$ cat src/rtl/memwb_pkg.sv
// Shared types for the MEM/WB pipeline register: payload layout and skid controller states.
// Optional HI/LO payload fields exist only when MEMWB_HILO_EN is defined.
package memwb_pkg;

  localparam int unsigned MEMWB_DATA_W = 32;
  localparam int unsigned MEMWB_ADDR_W = 5;

  typedef enum logic [1:0] {
    ST_EMPTY = 2'b00,
    ST_HALF  = 2'b01,
    ST_FULL  = 2'b10
  } skid_state_e;

  typedef struct packed {
    logic [MEMWB_DATA_W-1:0]   dreg;
    logic [MEMWB_ADDR_W-1:0]   wa;
    logic                      wreg;
    logic                      mreg;
    logic [MEMWB_DATA_W/8-1:0] dre;
`ifdef MEMWB_HILO_EN
    logic                      whilo;
    logic [2*MEMWB_DATA_W-1:0] hilo;
`endif
  } memwb_payload_t;

endpackage

$ cat src/rtl/memwb_skid.sv
// Generic two-entry skid buffer over an opaque payload vector; ready and valid are registered
// so there is no combinational path from out_ready_i to in_ready_o.
module memwb_skid
  import memwb_pkg::*;
#(
  parameter int unsigned W = 8
) (
  input  logic         clk_i,
  input  logic         rst_i,
  input  logic         flush_i,
  input  logic         in_valid_i,
  output logic         in_ready_o,
  input  logic [W-1:0] in_data_i,
  output logic         out_valid_o,
  input  logic         out_ready_i,
  output logic [W-1:0] out_data_o
);

  skid_state_e  state_q, state_d;
  logic [W-1:0] main_q, main_d;
  logic [W-1:0] skid_q, skid_d;
  logic         ready_q;
  logic         valid_q;
  logic         in_fire_s;
  logic         out_fire_s;

  assign in_fire_s   = in_valid_i && ready_q;
  assign out_fire_s  = valid_q && out_ready_i;
  assign in_ready_o  = ready_q;
  assign out_valid_o = valid_q;
  assign out_data_o  = main_q;

  // Next-state and datapath selection; main is zeroed whenever it becomes empty so bubbles read 0.
  always_comb begin
    state_d = state_q;
    main_d  = main_q;
    skid_d  = skid_q;
    if (flush_i) begin
      state_d = ST_EMPTY;
      main_d  = '0;
      skid_d  = '0;
    end else begin
      case (state_q)
        ST_EMPTY: begin
          if (in_fire_s) begin
            state_d = ST_HALF;
            main_d  = in_data_i;
          end else begin
            state_d = ST_EMPTY;
          end
        end
        ST_HALF: begin
          if (in_fire_s && out_fire_s) begin
            main_d = in_data_i;
          end else if (in_fire_s) begin
            state_d = ST_FULL;
            skid_d  = in_data_i;
          end else if (out_fire_s) begin
            state_d = ST_EMPTY;
            main_d  = '0;
          end else begin
            state_d = ST_HALF;
          end
        end
        ST_FULL: begin
          if (out_fire_s) begin
            state_d = ST_HALF;
            main_d  = skid_q;
            skid_d  = '0;
          end else begin
            state_d = ST_FULL;
          end
        end
        default: begin
          state_d = ST_EMPTY;
          main_d  = '0;
          skid_d  = '0;
        end
      endcase
    end
  end

  // State and payload registers with ready/valid derived from the next state.
  always_ff @(posedge clk_i) begin
    if (rst_i) begin
      state_q <= ST_EMPTY;
      main_q  <= '0;
      skid_q  <= '0;
      ready_q <= 1'b1;
      valid_q <= 1'b0;
    end else begin
      state_q <= state_d;
      main_q  <= main_d;
      skid_q  <= skid_d;
      ready_q <= (state_d != ST_FULL);
      valid_q <= (state_d != ST_EMPTY);
    end
  end

endmodule

$ cat src/rtl/memwb_pipe.sv
// MEM/WB pipeline register with a two-entry skid buffer, flush and synchronous reset.
// Define MEMWB_HILO_EN to add the HI/LO write request and data to the carried payload.
module memwb_pipe
  import memwb_pkg::*;
#(
  parameter int unsigned DATA_W = MEMWB_DATA_W,
  parameter int unsigned ADDR_W = MEMWB_ADDR_W,
  parameter int unsigned BE_W   = DATA_W / 8
) (
  input  logic              clk,
  input  logic              rst,
  input  logic              flush,
  input  logic              mem_valid,
  output logic              mem_ready,
  input  logic [DATA_W-1:0] mem_dreg,
  input  logic [ADDR_W-1:0] mem_wa,
  input  logic              mem_wreg,
  input  logic              mem_mreg,
  input  logic [BE_W-1:0]   mem_dre,
`ifdef MEMWB_HILO_EN
  input  logic                mem_whilo,
  input  logic [2*DATA_W-1:0] mem_hilo,
  output logic                wb_whilo,
  output logic [2*DATA_W-1:0] wb_hilo,
`endif
  output logic              wb_valid,
  input  logic              wb_ready,
  output logic [DATA_W-1:0] wb_dreg,
  output logic [ADDR_W-1:0] wb_wa,
  output logic              wb_wreg,
  output logic              wb_mreg,
  output logic [BE_W-1:0]   wb_dre
);

`ifdef MEMWB_HILO_EN
  localparam int unsigned HILO_W = 1 + 2 * DATA_W;
`else
  localparam int unsigned HILO_W = 0;
`endif
  localparam int unsigned PAY_W = DATA_W + ADDR_W + 2 + BE_W + HILO_W;

  logic [PAY_W-1:0] pay_in_s;
  logic [PAY_W-1:0] pay_out_s;

`ifdef MEMWB_HILO_EN
  assign pay_in_s = {mem_whilo, mem_hilo, mem_dreg, mem_wa, mem_wreg, mem_mreg, mem_dre};
  assign {wb_whilo, wb_hilo, wb_dreg, wb_wa, wb_wreg, wb_mreg, wb_dre} = pay_out_s;
`else
  assign pay_in_s = {mem_dreg, mem_wa, mem_wreg, mem_mreg, mem_dre};
  assign {wb_dreg, wb_wa, wb_wreg, wb_mreg, wb_dre} = pay_out_s;
`endif

  memwb_skid #(
    .W (PAY_W)
  ) u_skid (
    .clk_i       (clk),
    .rst_i       (rst),
    .flush_i     (flush),
    .in_valid_i  (mem_valid),
    .in_ready_o  (mem_ready),
    .in_data_i   (pay_in_s),
    .out_valid_o (wb_valid),
    .out_ready_i (wb_ready),
    .out_data_o  (pay_out_s)
  );

endmodule

$ cat config.mk
export PLATFORM = sky130hd
export DESIGN_NAME = memwb_pipe
export DESIGN_NICKNAME = d
export VERILOG_FILES = /design/src/rtl/memwb_pkg.sv /design/src/rtl/memwb_skid.sv /design/src/rtl/memwb_pipe.sv
export SDC_FILE = /design/constraint.sdc
export NUM_CORES = 1
export LEC_CHECK = 0
export CAP_MARGIN = 20
export CORE_MARGIN = 3
export CORE_UTILIZATION = 40
export CTS_CLUSTER_DIAMETER = 120
export DETAILED_ROUTE_END_ITERATION = 10
export MAX_ROUTING_LAYER = met4
export PLACE_DENSITY = 0.63
export SYNTH_ARGS = -nofsm -noshare
export SYNTH_HDL_FRONTEND = slang
export SYNTH_SLANG_ARGS = --single-unit
$ cat constraint.sdc
create_clock -name clk -period 1.8 [get_ports clk]
set_clock_uncertainty 0.2 [all_clocks]
set_input_delay 0.36 -clock clk [delete_from_list [all_inputs] [get_ports clk]]
set_output_delay 0.36 -clock clk [all_outputs]
set_load 0.01 [all_outputs]
==> metrics.cfg <==
[power]
power_density_nw_per_um2 = 815
internal_power_mw = 3.68
vdd_drop_max_v = 0.000452
power_mw = 4.96
leakage_nw = 2.22
switchingPower_mw = 1.27
combPwrFrac = 0.157
pwr-share-clk = 0.427
p_seq_frac = 0.416
swShare = 0.257

[logic_synthesis]
ys_seq_elements = 90
yosys.area.top_type = dfxtp_1
synth_nets = 623
synth_area_leaders = dfxtp_1 39%, a21oi_1 9.7%, mux2i_1 9.4%
synth_compound_area_frac = 0.269
yosys_warnings = 0
synthDistinctLibCells = 30
synth_top_area_share = 0.394
syn_area_per_cell_sq_um = 7.96
synth-adder-area-share = 0
muxShareOfSynthArea = 0.0940
synth_top_family_by_area = compound AO/OA/AOI/OAI gates
synth-simple-area-share = 0.162
synth_seq_area_share = 0.394
syn_inst = 575
netlist_area_sq_um = 4580
synth-xor-area-share = 0

[global_route]
grt_pass1_vias = 4479
grt_max_degree = 51
grt_usage = 0.220
grt_antenna_before_repair = 1
grt.overflow.total = 0
grt_pass1_wl_um = 22700

[sta]
final-setup-viol-count = 0
hold_slack_ns = 0.273
rsz0062_at_grt = false
setup_tns_ns = 0
finalCritPeriodShare = 0.984
post-route-min-period_ns = 1.77
finalMaxSlewViolations = 0
slew_headroom = 0.637
tightest_slew_ns = 0.544
fmax_ghz = 0.565
hold_violations = 0

[setup_path]
path_max_fanout = 2
worst-path-stages = 1
critPathTopFamily = buffers and inverters
worst_r2r_endpoint = u_skid.out_data_o[37]$_SDFFE_PP0P_
cp.arrival_ns = 1.21
critPathKind = reg -> out
startpoint = u_skid.out_data_o[8]$_SDFFE_PP0P_
endpoint_kind = primary output
start_kind = flip-flop
path_cells = clkdlybuf4s50_1
r2r_setup_slack_ns = 0.15
reg2reg_depth = 5
reg2reg_from = u_skid.state_q[1]$_SDFF_PP0_
crit_slowest_cell = clkdlybuf4s50_1
path_buf_inv = 1
worst_ep_required_time_ns = 1.24
critPathCapture = wb_wa[2]
slowest_delay_ns = 0.54

[routing]
vias_per_cell = 6.00
ant_nets = 0
wl_per_cell_um = 17.7
met1_length_um = 6530
drc_errors = 0
drt-pass1-iter-count = 5
totalWireLength_um = 14000
drtIter0Drc = 494
met3_length_um = 872
dr_wl_met2_um = 6460
top_layer = met4
via_count = 4744

[die]
core_area_sq_um = 11000
die_width_um = 113
start_util = 0.415
num_rows = 38
io_pins = 93
die_y_um = 113
die_area_sq_um = 12800

[placement]
dpl_cell_area_sq_um = 5700
dp_hpwl_um = 8740
gp_congestion = 0.821
portBuffers = 92

[clock_tree]
cts_setup_buffers = 0
clock-root-buffer = clkbuf_16
clock-sinks = 90
cts.path.max_buffers = 2
hold_buffers = 0
clock_latency_ns = 0.33
cts_inserted_buffers = 9
clk_pin_slew_ns = 0.06
h-tree-depth = 3
cts_tree = built

[cells_and_area]
nNetsFinal = 693
drive_above_1_share = 0.106
final_common_cell = a21oi_1
syn2layout_area_growth_pct = 32.8
final_cell_mix = 89 x a21oi_1, 86 x dfxtp_1, 71 x o21ai_0
fin_area_sq_um = 6080

[job]
drv_cap = 0

[min_path]
hp-class = reg -> reg

[outcome]
outcome = finished, final reports clean

==> routing by layer <==
layer / vias up / global-route usage
met2: 206 / 0.336
met4: 0 / 0.0561
met1: 2257 / 0.307
met5: - / -
li1: 2269 / -
met3: 12 / 0.0294
==> Yosys cell counts (all sizes together) <==
cell type,n
nand3b,1
nand2b,2
or2,1
nor2,1
o211ai,1
nand4,43
and3,3
nand4b,1
a21oi,93
a21o,1
inv,2
nand2,46
clkbuf,38
nand4bb,1
o21ai,88
dfxtp,90
nand3,43
and2,1
buf,32
o22ai,43
a211oi,1
mux2i,43
==> sequential cells by signal, summed over array words and instances, names as in the netlist <==
name / cells
u_skid.out_data_o: 43
u_skid.skid_q: 43
u_skid.state_q: 2
u_skid.in_ready_o: 1
u_skid.out_valid_o: 1
==> worst min path at each step <==
| stage | start | end | slack, ns | depth (start not counted) |
|---|---|---|---|---|
| floorplan | u_skid.skid_q[18]$_SDFFE_PP0P_ | u_skid.skid_q[18]$_SDFFE_PP0P_ | 0.25 | 2 |
| global placement | u_skid.skid_q[19]$_SDFFE_PP0P_ | u_skid.skid_q[19]$_SDFFE_PP0P_ | 0.26 | 2 |
| detailed placement | u_skid.skid_q[33]$_SDFFE_PP0P_ | u_skid.skid_q[33]$_SDFFE_PP0P_ | 0.27 | 2 |
| CTS | u_skid.skid_q[32]$_SDFFE_PP0P_ | u_skid.skid_q[32]$_SDFFE_PP0P_ | 0.27 | 2 |
| global route | u_skid.skid_q[20]$_SDFFE_PP0P_ | u_skid.skid_q[20]$_SDFFE_PP0P_ | 0.29 | 2 |
| finish | u_skid.skid_q[40]$_SDFFE_PP0P_ | u_skid.skid_q[40]$_SDFFE_PP0P_ | 0.27 | 2 |
==> power by group through the flow <==
| stage | Sequential, mW | Combinational (mW) | Clock, mW |
|---|---|---|---|
| 2_1_floorplan | 2.11 | 0.411 | 0 |
| 5_1_grt | 2.06 | 0.848 | 2.21 |
| 4_1_cts | 2.06 | 0.781 | 2.15 |
| 3_3_place_gp | 2.10 | 0.769 | 0 |
| 3_5_place_dp | 2.11 | 0.779 | 0 |
| 6_report | 2.06 | 0.780 | 2.12 |
==> cell families after synthesis <==
logic type,after synthesis
AND/OR/NAND/NOR,143
multiplexers,43
AO/OA/AOI/OAI,227
flip-flops,90
buffers and inverters,72
==> per-stage QoR <==
step	utilization	setup slack [ns]	instances
final	0.551	0.0297	791
after global routing	0.551	0.0000301	791
after CTS	0.547	0.00171	790
after detailed placement	0.517	-0.461	774
after floorplan	-	0.206	575
after global placement	0.517	-0.353	774
==> area by class of cell <==
| class | count | area [sq um] |
|---|---|---|
| Fill cell | 1045 | 4950 |
| Multi-Input combinational cell | 413 | 2440 |
| Sequential cell | 90 | 1810 |
| Timing Repair Buffer | 129 | 1300 |
| Clock buffer | 10 | 250 |
| Tap cell | 140 | 175 |
| Clock inverter | 6 | 87.6 |
| Inverter | 2 | 7.51 |
| Antenna cell | 1 | 2.50 |
==> what timing repair did <==
| item | CTS | global route |
|---|---|---|
| hold endpoints to repair | 0 | 0 |
| endpoints found under the setup margin | 70 | 16 |
| resized for setup | 11 | 15 |
==> worst reg2reg max path, delay by kind of cell, from the launching register on <==
family          cells  cell delay (ns)
simple gates        1             0.24
compound gates      3             0.52
flops               1             0.38
buf+inv             1             0.23
Note: power is estimated with default switching activity, not from simulation.
